--- src/rtl/rf_wb_arbiter.sv ---
// rtl/rf_wb_arbiter.sv - two-requester register-file write-port arbiter with pending-write scoreboard
module rf_wb_arbiter #(
    parameter int MAX_WAIT = 4,
    parameter int CNT_W    = 4
) (
    input  logic        clk,
    input  logic        rst_n,
    input  logic        iss_valid,
    input  logic [4:0]  iss_rd,
    output logic        iss_hazard,
    input  logic        alu_valid,
    output logic        alu_ready,
    input  logic [4:0]  alu_rd,
    input  logic [31:0] alu_wd,
    input  logic        mem_valid,
    output logic        mem_ready,
    input  logic [4:0]  mem_rd,
    input  logic [31:0] mem_wd,
    input  logic [4:0]  rR1,
    input  logic [4:0]  rR2,
    output logic        busy1,
    output logic        busy2,
    output logic        rf_we,
    output logic [4:0]  rf_wr,
    output logic [31:0] rf_wd
);

    logic [31:0]      sb_q, sb_d;
    logic [CNT_W-1:0] wait_q, wait_d;
    logic             rf_we_q, rf_we_d;
    logic [4:0]       rf_wr_q, rf_wr_d;
    logic [31:0]      rf_wd_q, rf_wd_d;

    logic             wait_at_max;
    logic             alu_win;
    logic [31:0]      clr_mask;
    logic [31:0]      set_mask;

    assign wait_at_max = (wait_q == CNT_W'(MAX_WAIT));
    // ALU wins when it is alone, or when it has been starved long enough.
    assign alu_win     = alu_valid && (!mem_valid || wait_at_max);

    // Nothing is accepted while reset is asserted.
    assign alu_ready   = rst_n && alu_win;
    assign mem_ready   = rst_n && mem_valid && !alu_win;

    assign busy1       = sb_q[rR1];
    assign busy2       = sb_q[rR2];
    assign iss_hazard  = iss_valid && sb_q[iss_rd] && (iss_rd != 5'd0);

    assign rf_we       = rf_we_q;
    assign rf_wr       = rf_wr_q;
    assign rf_wd       = rf_wd_q;

    // Next-state: starvation counter, write-port register and scoreboard update.
    always_comb begin
        wait_d   = wait_q;
        rf_we_d  = 1'b0;
        rf_wr_d  = rf_wr_q;
        rf_wd_d  = rf_wd_q;
        clr_mask = 32'd0;
        set_mask = 32'd0;

        if (!alu_valid || alu_ready) begin
            wait_d = '0;
        end else if (!wait_at_max) begin
            wait_d = wait_q + 1'b1;
        end

        if (alu_ready) begin
            rf_we_d = (alu_rd != 5'd0);
            rf_wr_d = alu_rd;
            rf_wd_d = alu_wd;
        end else if (mem_ready) begin
            rf_we_d = (mem_rd != 5'd0);
            rf_wr_d = mem_rd;
            rf_wd_d = mem_wd;
        end

        // The write being committed this cycle retires its pending bit; a
        // fresh issue to the same register re-arms it (set wins).
        if (rf_we_q) begin
            clr_mask = 32'd1 << rf_wr_q;
        end
        if (iss_valid && (iss_rd != 5'd0)) begin
            set_mask = 32'd1 << iss_rd;
        end
        sb_d = ((sb_q & ~clr_mask) | set_mask) & ~32'd1;
    end

    // State registers with synchronous active-low reset.
    always_ff @(posedge clk) begin
        if (!rst_n) begin
            sb_q    <= 32'd0;
            wait_q  <= '0;
            rf_we_q <= 1'b0;
            rf_wr_q <= 5'd0;
            rf_wd_q <= 32'd0;
        end else begin
            sb_q    <= sb_d;
            wait_q  <= wait_d;
            rf_we_q <= rf_we_d;
            rf_wr_q <= rf_wr_d;
            rf_wd_q <= rf_wd_d;
        end
    end

endmodule

--- config.mk ---
export PLATFORM = sky130hd
export DESIGN_NAME = rf_wb_arbiter
export DESIGN_NICKNAME = d
export VERILOG_FILES = /design/src/rtl/rf_wb_arbiter.sv
export SDC_FILE = /design/constraint.sdc
export NUM_CORES = 1
export LEC_CHECK = 0
export BUFFER_PORTS_ARGS = -buffer_cell sky130_fd_sc_hd__buf_2
export CELL_PAD_IN_SITES_DETAIL_PLACEMENT = 1
export CELL_PAD_IN_SITES_GLOBAL_PLACEMENT = 2
export CORE_ASPECT_RATIO = 1.75
export CORE_MARGIN = 5
export CORE_UTILIZATION = 27
export CTS_BUF_LIST = sky130_fd_sc_hd__clkbuf_8
export DETAILED_ROUTE_END_ITERATION = 10
export PLACE_DENSITY = 0.79
export SLEW_MARGIN = 40
export SYNTH_ARGS = -nofsm -noshare
export SYNTH_HDL_FRONTEND = slang
export SYNTH_SLANG_ARGS = --single-unit
--- constraint.sdc ---
create_clock -name clk -period 2 [get_ports clk]
set_input_delay 0.2 -clock clk [delete_from_list [all_inputs] [get_ports clk]]
set_output_delay 0.2 -clock clk [all_outputs]
set_load 0.005 [all_outputs]
==> results.md <==
* Setup WS pre-CTS at -0.2407 ns
* Worst EP required at 1.80 ns
* GP Congestion at 0.8749
* Final setup viols at 3
* Maximum vdd drop at 0.0003065 V
* CP Class: reg -> out
* Area leader, netlist: dfxtp_1
* Post-layout nets at 693
* Worst Slack Setup Final at -0.3761 ns
* Cts bufs inserted at 9
* Worst-path clk slew at ~0.090 ns
* Count leader, synth: dfxtp_1
* Mapped Cells at 450
* Fmax at 420.9 MHz
* Final min period at 2.376 ns
* Worst min-delay path class: in -> reg
* DRC violations left at 0
* Starting density of the core at 27.21%
* IO Pins at 137
* CTS root buffer: clkbuf_8
* Top FF cell, synth: dfxtp_1
* Slowest cell on crit path: mux4_2
* Clock insertion delay at the later pin of the skew report at 0.36 ns
* Endpoint kind of the worst setup timing path: output pin
* Antenna cells at 0
* Area grow syn2layout at 36.50%
* Violated checks: setup timing
* Drt total wl at 15.51 mm
* Synthesized area at 4018 sq um
* Synthesis Warnings at 0
* First-pass GRT wire length at 23.36 mm
* Cell leakage power at ~2.2 nW
* Synthesized Nets at ~550
* Routed length per instance at approximately 20 microns
* Chip width at 102.2 microns
* Distinct cells, synth at 41
* DRT iter0 DRCs at 76
* Worst path cell trace: mux4_2, mux2_4, and3_1, or4_1, buf_2
* Clock buffer depth at 2
* IO Port Bufs at approximately 140
* Slew HR at between 40% and 50%
* Post-synthesis register bit count at 73
* Pre-antenna DRT Iters at 4
* Via count at 4104
* H-tree depth at 3
* Antenna violations before repair at 0
* Syn_area_per_cell at 8.928 sq um
* Hold violation total from the final report at 0
* Post-synth EDFFs at 0
* Tcrit/Tclk final at 118.8%
* GRT overflow at 0
* Largest net degree at the start of global routing at 75
* Max Cap Viol at 0
* Chip height at approximately 170 microns
* Synth cell count leaders: dfxtp_1 (73), mux2i_1 (49), nor2_1 (46)
* Worst-Margin Slew at roughly 0.77 ns
* Fraction of registers with async set/reset at 0%
* Slew Limit Fails at 0
* Top cell type's share of synthesized area at 36.37%
* Total track usage at 17.37%
* Status: finished with violations
* Vias per inst at 5.228
* RSZ-0062 raised after global routing: true
* Site row count at 59
* Total Power at roughly 3.6 mW
* Total clock sinks at between 70 and 80
* CP peak stage delay at 0.46 ns
* Die area at 17520 sq um
* Hold-fix buffers, CTS at 0
* Final Skew at 0.01837 ns
* Routed Antenna Nets at 0
* Sequential share of the synthesized area at 36.37%
* Power Density at around 660 nW/um^2
* Ratio of cells with drive above 1 in the final layout at 39.04%
* DPL Wire Length at roughly 12 mm
* Critical path arrival at 2.18 ns
* Core area at 14760 sq um
* Ranking of synthesized cells by area: dfxtp_1 (36%), mux2i_1 (12%), a211oi_1 (7.1%)
* Vias in the first global route at 4421
* CTS tree: built
* Crit start category: flop
* Crit path max fanout at 3
-- logic make-up after synthesis --
logic type,Yosys count,share of synthesized area [%]
AND/OR/NAND/NOR,134,15.85
AO/OA/AOI/OAI,123,18.90
flip-flops,73,36.37
buffers and inverters,42,4.609
XOR/XNOR,1,0.2180
multiplexers,75,23.42
adder cells (fa/ha/maj),2,0.6228
-- critical path, delay by kind of cell (launching register included) --
kind,cells,cell delay (ns)
buffers and inverters,1,0.14
multiplexers,2,0.74
flip-flops,1,0.34
AND/OR/NAND/NOR,2,0.60
-- cells in the final DEF, fill, tap and decap left out, types with 4 or more instances in the layout --
| cell type | instances |
|---|---|
| or4_1 | 4 |
| buf_4 | 23 |
| o21ai_0 | 33 |
| nor3_1 | 8 |
| clkbuf_8 | 9 |
| nand2_1 | 30 |
| mux2i_1 | 44 |
| mux2_4 | 4 |
| nor2_1 | 45 |
| and3_1 | 5 |
| mux2i_2 | 4 |
| nand3_1 | 13 |
| dfxtp_1 | 64 |
| nor2b_1 | 10 |
| mux2_2 | 10 |
| a21oi_1 | 35 |
| nand4_1 | 4 |
| inv_1 | 7 |
| o22ai_1 | 4 |
| nand2b_1 | 4 |
| mux4_2 | 10 |
| a211oi_1 | 35 |
| buf_2 | 136 |
| dfxtp_2 | 9 |
-- timing repair --
item                                    in CTS  in global routing
gates resized for setup                     20                 21
buffers inserted                             3                  6
pin swaps                                    9                 13
endpoints found under the setup margin       4                 32
gates cloned                                 2                  3
-- worst paths after layout --
check | start | slack [ns] | to | cells after the start
hold reg to reg | rf_wd[3] | 0.50 | rf_wd[3] | 2
setup / recovery | sb_q[11] | -0.38 | busy2 | 5
setup reg to reg | wait_q[1] | 0.06 | rf_wd[29] | 9
hold / removal | mem_rd[0] | 0.12 | rf_we | 3
-- per-layer routing --
layer / routed length, microns / up-vias / track usage [%]
met3: 1034 / 34 / 5.276
met1: 5485 / 1943 / 17.17
li1: - / 1956 / -
met2: 8261 / 171 / 32.03
met4: 730 / 0 / 8.624
met5: 0 / - / 0
-- through the flow --
stage          setup TNS [ns]  cell area [sq um]  utilization (%)  std cells  hold WS [ns]
2_1_floorplan               0               4023                -        450        0.3358
3_3_place_gp          -0.3339               4984            33.75        756        0.4400
3_5_place_dp          -0.4433               4984            33.75        756        0.4703
4_1_cts                -1.069               5346            36.21        777       0.07032
5_1_grt                -2.002               5484            37.14        785       0.08042
6_report              -0.8348               5484            37.14        785        0.1161
-- final cells by class --
cell class	instances	area, sq um
inverters	9	33.78
fillers	1797	9280
flip-flops and latches	73	1473
clock inverters	7	120.1
repair buffers	169	1040
well taps	183	229.0
multi-input cells	335	2465
clock buffers	9	123.9
-- registers in the layout, summed over array words and instances, names as in the netlist --
signal and flops:
rf_wd 32, sb_q 31, rf_wr 5, wait_q 4, rf_we 1
-- where the power goes --
part | leakage (nW) | internal, mW | switching [mW] | total, mW
clock | 0.125 | 0.831 | 0.603 | 1.43
combinational | 1.51 | 0.298 | 0.338 | 0.636
sequential | 0.602 | 1.52 | 0.0530 | 1.58
total | 2.24 | 2.65 | 0.994 | 3.65
No activity file was read; power rests on OpenSTA's default activity.
